$ cat config.mk
export PLATFORM = sky130hd
export DESIGN_NAME = instr_fetch
export DESIGN_NICKNAME = d
export VERILOG_FILES = /design/src/rtl/instr_fetch.sv
export SDC_FILE = /design/constraint.sdc
export NUM_CORES = 1
export LEC_CHECK = 0
export ABC_AREA = 1
export CAP_MARGIN = 20
export CORE_MARGIN = 5
export CORE_UTILIZATION = 50
export CTS_BUF_LIST = sky130_fd_sc_hd__clkbuf_16
export CTS_CLUSTER_DIAMETER = 40
export DETAILED_ROUTE_END_ITERATION = 10
export PLACE_DENSITY = 0.8
export RECOVER_POWER = 50
export SYNTH_ARGS = -nofsm -noshare
export SYNTH_HDL_FRONTEND = slang
export SYNTH_SLANG_ARGS = --single-unit
export TNS_END_PERCENT = 50
$ cat constraint.sdc
create_clock -name Clk -period 1.9 [get_ports Clk]
set_input_delay 0.285 -clock Clk [delete_from_list [all_inputs] [get_ports Clk]]
set_output_delay 0.285 -clock Clk [all_outputs]
set_load 0.03 [all_outputs]
$ cat src/rtl/instr_fetch.sv
// Instruction fetch and sequencing unit: owns the PC and IR, squashes on taken branches,
// detects HALT or running off the program, and keeps saturating cycle/retire counters.
module instr_fetch #(
    parameter int unsigned   IW       = 9,
    parameter int unsigned   OPW      = 3,
    parameter int unsigned   PCW      = 10,
    parameter int unsigned   PROG_LEN = 1024,
    parameter logic [IW-1:0] HALT     = 9'h1FF
) (
    input  logic              Clk,
    input  logic              Reset_n,
    input  logic              Start,
    input  logic              Stall,
    input  logic              Branch,
    input  logic              Taken,
    input  logic [PCW-1:0]    Target,
    input  logic [IW-1:0]     InstrIn,
    output logic [PCW-1:0]    PC,
    output logic [OPW-1:0]    ALUOp,
    output logic [IW-OPW-1:0] Operand,
    output logic              Valid,
    output logic              Busy,
    output logic              Done,
    output logic [15:0]       CycleCount,
    output logic [15:0]       InstrCount
);

    typedef enum logic [1:0] {StIdle, StRun, StDone} state_e;

    // One extra bit so PROG_LEN == 2^PCW is representable and never reached.
    localparam logic [PCW:0] ProgLenW = (PCW + 1)'(PROG_LEN);

    state_e          state_q, state_d;
    logic [PCW-1:0]  pc_q, pc_d;
    logic [IW-1:0]   ir_q, ir_d;
    logic            valid_q, valid_d;
    logic            done_q, done_d;
    logic [15:0]     cyc_q, cyc_d;
    logic [15:0]     icnt_q, icnt_d;

    logic            pc_end;
    logic [15:0]     cyc_inc;
    logic [15:0]     icnt_inc;

    always_comb begin
        pc_end   = ({1'b0, pc_q} >= ProgLenW);
        cyc_inc  = (cyc_q == 16'hFFFF) ? cyc_q : cyc_q + 16'd1;
        icnt_inc = (icnt_q == 16'hFFFF) ? icnt_q : icnt_q + 16'd1;

        state_d = state_q;
        pc_d    = pc_q;
        ir_d    = ir_q;
        valid_d = valid_q;
        done_d  = done_q;
        cyc_d   = cyc_q;
        icnt_d  = icnt_q;

        case (state_q)
            StIdle, StDone: begin
                if (Start) begin
                    state_d = StRun;
                    pc_d    = '0;
                    valid_d = 1'b0;
                    done_d  = 1'b0;
                    cyc_d   = '0;
                    icnt_d  = '0;
                end
            end
            StRun: begin
                cyc_d = cyc_inc;
                if (!Stall) begin
                    if (valid_q && ir_q == HALT) begin
                        valid_d = 1'b0;
                        done_d  = 1'b1;
                        state_d = StDone;
                    end else if (valid_q && Branch && Taken) begin
                        // The instruction fetched behind the branch is dropped: one bubble.
                        pc_d    = Target;
                        valid_d = 1'b0;
                        icnt_d  = icnt_inc;
                    end else if (pc_end) begin
                        valid_d = 1'b0;
                        done_d  = 1'b1;
                        state_d = StDone;
                        if (valid_q) icnt_d = icnt_inc;
                    end else begin
                        ir_d    = InstrIn;
                        valid_d = 1'b1;
                        pc_d    = pc_q + PCW'(1);
                        if (valid_q) icnt_d = icnt_inc;
                    end
                end
            end
            default: state_d = StIdle;
        endcase
    end

    always_ff @(posedge Clk or negedge Reset_n) begin
        if (!Reset_n) begin
            state_q <= StIdle;
            pc_q    <= '0;
            ir_q    <= '0;
            valid_q <= 1'b0;
            done_q  <= 1'b0;
            cyc_q   <= '0;
            icnt_q  <= '0;
        end else begin
            state_q <= state_d;
            pc_q    <= pc_d;
            ir_q    <= ir_d;
            valid_q <= valid_d;
            done_q  <= done_d;
            cyc_q   <= cyc_d;
            icnt_q  <= icnt_d;
        end
    end

    assign PC         = pc_q;
    assign ALUOp      = ir_q[IW-1:IW-OPW];
    assign Operand    = ir_q[IW-OPW-1:0];
    assign Valid      = valid_q;
    assign Busy       = (state_q == StRun);
    assign Done       = done_q;
    assign CycleCount = cyc_q;
    assign InstrCount = icnt_q;

endmodule

==> metrics.md <==
| Metric | Value |
|---|---|
| Status | finished, final reports clean |
| Hold Violations, Final | 0 |
| Max_slew headroom | 50.27% |
| Crit path max fanout | 8 |
| Final net count | 593 |
| Top delay family on crit path | buffers and inverters |
| Most common cell in the netlist | nand2_1 |
| Initial antenna violation count | 0 |
| Via count | 3362 |
| Area growth syn-to-layout | 32.41% |
| Crit-path max cell delay | 0.73 ns |
| Io pins | 79 |
| Die Wd | 91.96 um |
| Number of diodes | 0 |
| Initial core utilization | 52.00% |
| Final period util | 94.54% |
| Die height | 91.96 um |
| PwrDens | 1416 nW/um^2 |
| #FFs+latches synth | 55 |
| Startpoint types | register |
| CP arrival | 1.51 ns |
| Area leader, netlist | dfrtp_1 |
| Core area | 6459 um^2 |
| Via density | 5.229 |
| Sink Count | 55 |
| Routability cong. | 0.9303 |
| Fraction of layout cells with a size suffix above 1 | 9.541% |
| Max Clk Rate | 556.7 MHz |
| Clk buf depth | 2 |
| Row count | 29 |
| Final setup fails | 0 |
| Synth top area share | 40.98% |
| CTS tree | yes |
| Setup bufs post-CTS | 0 |
| WP data required | 1.62 ns |
| Hold WC Path Type | reg -> reg |
| Placed cell count | 634 |
| TritonRoute pass-1 iters | 5 |
| Root buffer cell | clkbuf_16 |
| Max-Cap Viols | 0 |
| Final HPWL from detailed placement | 6.346 mm |
| Die ar. | 8456 um^2 |
| WP buf/inv | 1 |
| Iter 0 DRT Violations | 146 |
| H-tree depth | 2 |
| GRT Resource Usage Total | 21.00% |
| Wirelength, routed | 8.538 mm |
| GRT overflow | 0 |
| Number of synthesized flops with an enable pin | 0 |
| Post-synth top cells | nand2_1 (190), dfrtp_1 (55), nor2_1 (54) |
| Seq/Total Area, Yosys | 40.98% |
| Synth warn | 0 |
| First-pass GRT wire length | 14.63 mm |
| Asr flop ratio synth | 100.0% |
| RSZ-0062 raised after global routing | false |
| Avg Synthesized Cell Area | 7.011 um^2 |
| Leakage Power | 0.002063 uW |
| Distinct cells, synth | 34 |
| Setup crit end kind | output pin |
| Clk slew on worst S/H paths | 0.07 ns |
| Slowest stage cell, crit path | clkdlybuf4s50_1 |
| Fin. max-slew vios | 0 |
| Post-Layout Cell Count | 643 |
| IO Port Bufs | 78 |
| Routed Antenna Nets | 0 |
| Peak VDD IR | 0.0009262 V |
| Largest net degree at the start of global routing | 56 |
| Remaining routing DRC violations | 0 |
| Syn nets | 507 |
| Worst clock skew | 0.004991 ns |
| Cts bufs inserted | 5 |
| Worst skew pair latency | 0.29 ns |
| Post-DR wirelength/cell | 13.28 um |
| Tmin final | 1.796 ns |
| Final setup TNS | 0 ns |
| Most used DFF post-synth | dfrtp_1 |
| Worst Max-Slew Pin Slew | 0.7460 ns |
| Cells after Synth | 479 |
| Top post-synthesis cells by area | dfrtp_1 (41%), nand2_1 (21%), nor2_1 (6.0%) |
| Crit Path Class | reg -> out |
| Mapped Area | 3358 um^2 |
| Vias in the first global route | 3189 |
| Cells along the critical path | clkdlybuf4s50_1 |
[stage by stage]
step                      setup slack [ns]  instance area (um^2)  util (%)  hold WS (ns)  power (uW)
after floorplan                     0.1394                  3358         -      -0.01059        4025
after global placement              0.1724                  4278     66.23        0.3069        5229
after detailed placement            0.1024                  4278     66.23        0.3066        5326
after CTS                          0.09260                  4459     69.04        0.5019        6398
after global routing               0.03868                  4447     68.85        0.5257        6738
final                               0.1038                  4447     68.85        0.4948        6298
[cells by family (layout without fill, tap and decap cells)]
| kind of cell | count (synthesis) | in the layout | share of synthesized area (%) |
|---|---|---|---|
| flops | 55 | 55 | 40.98 |
| compound gates | 37 | 37 | 6.297 |
| xor+xnor | 9 | 9 | 2.347 |
| mux | 1 | 1 | 0.2981 |
| buf+inv | 47 | 134 | 6.110 |
| fa+ha+maj | 3 | 3 | 1.118 |
| simple gates | 327 | 327 | 42.85 |
[timing repair]
item                       4_1_cts  5_1_grt
hold buffers                     1        0
hold endpoints to repair        41        0
resized for setup                1        0
setup endpoints to repair        1        0
[where the power goes]
group	internal, uW	leakage (uW)	total [uW]	switching [uW]
sequential	1510	0.000729	1910	400
clock	629	0.0000844	1060	432
combinational	1230	0.00125	3320	2090
[sequential cells by signal, summed over array words and instances (netlist names)]
name and flops:
Valid 1, ir_q 9, CycleCount 16, PC 10, InstrCount 16, state_q 2, Done 1
[cell usage in the layout, fill, tap and decap left out, types with 2 or more instances in the layout]
| cell | count |
|---|---|
| clkbuf_16 | 5 |
| or2_2 | 2 |
| nand2_4 | 2 |
| xor2_1 | 6 |
| nand2_2 | 16 |
| o211ai_1 | 3 |
| nand4_1 | 11 |
| inv_1 | 32 |
| buf_12 | 2 |
| ha_1 | 3 |
| xnor2_1 | 3 |
| nand3_2 | 2 |
| nand2_1 | 190 |
| clkdlybuf4s50_1 | 63 |
| inv_2 | 4 |
| dlygate4sd3_1 | 14 |
| nor2_1 | 54 |
| nor2_4 | 4 |
| o21ai_0 | 14 |
| a21oi_1 | 3 |
| nand3_1 | 39 |
| nor3_1 | 3 |
| o21bai_1 | 4 |
| dfrtp_1 | 55 |
| buf_4 | 7 |
| o21ai_1 | 10 |
[layout make-up]
type | instances | area [um^2]
repair buffers | 89 | 884.6
clock inverters | 3 | 47.55
multi-input cells | 377 | 1777
flip-flops and latches | 55 | 1376
clock buffers | 5 | 125.1
well taps | 77 | 96.34
fillers | 558 | 2012
inverters | 37 | 140.1
[final timing paths]
kind / startpoint / to / slack [ns] / depth (start not counted)
worst max register to register: InstrCount[1] / InstrCount[6] / 0.18 / 11
worst max-delay path: CycleCount[2] / CycleCount[2] / 0.10 / 1
max in group asynchronous: Reset_n / InstrCount[10] / 0.70 / 3
worst min register to register: ir_q[3] / ir_q[3] / 0.49 / 2
min in group asynchronous: Reset_n / InstrCount[11] / 0.71 / 3
worst min-delay path: ir_q[3] / ir_q[3] / 0.49 / 2
[per-layer routing]
layer	GRT usage [%]	wire, um
met3	5.728	618
met2	35.04	4081
met4	5.817	34
met5	0	0
met1	26.91	3804
No activity file was read; power rests on OpenSTA's default activity.
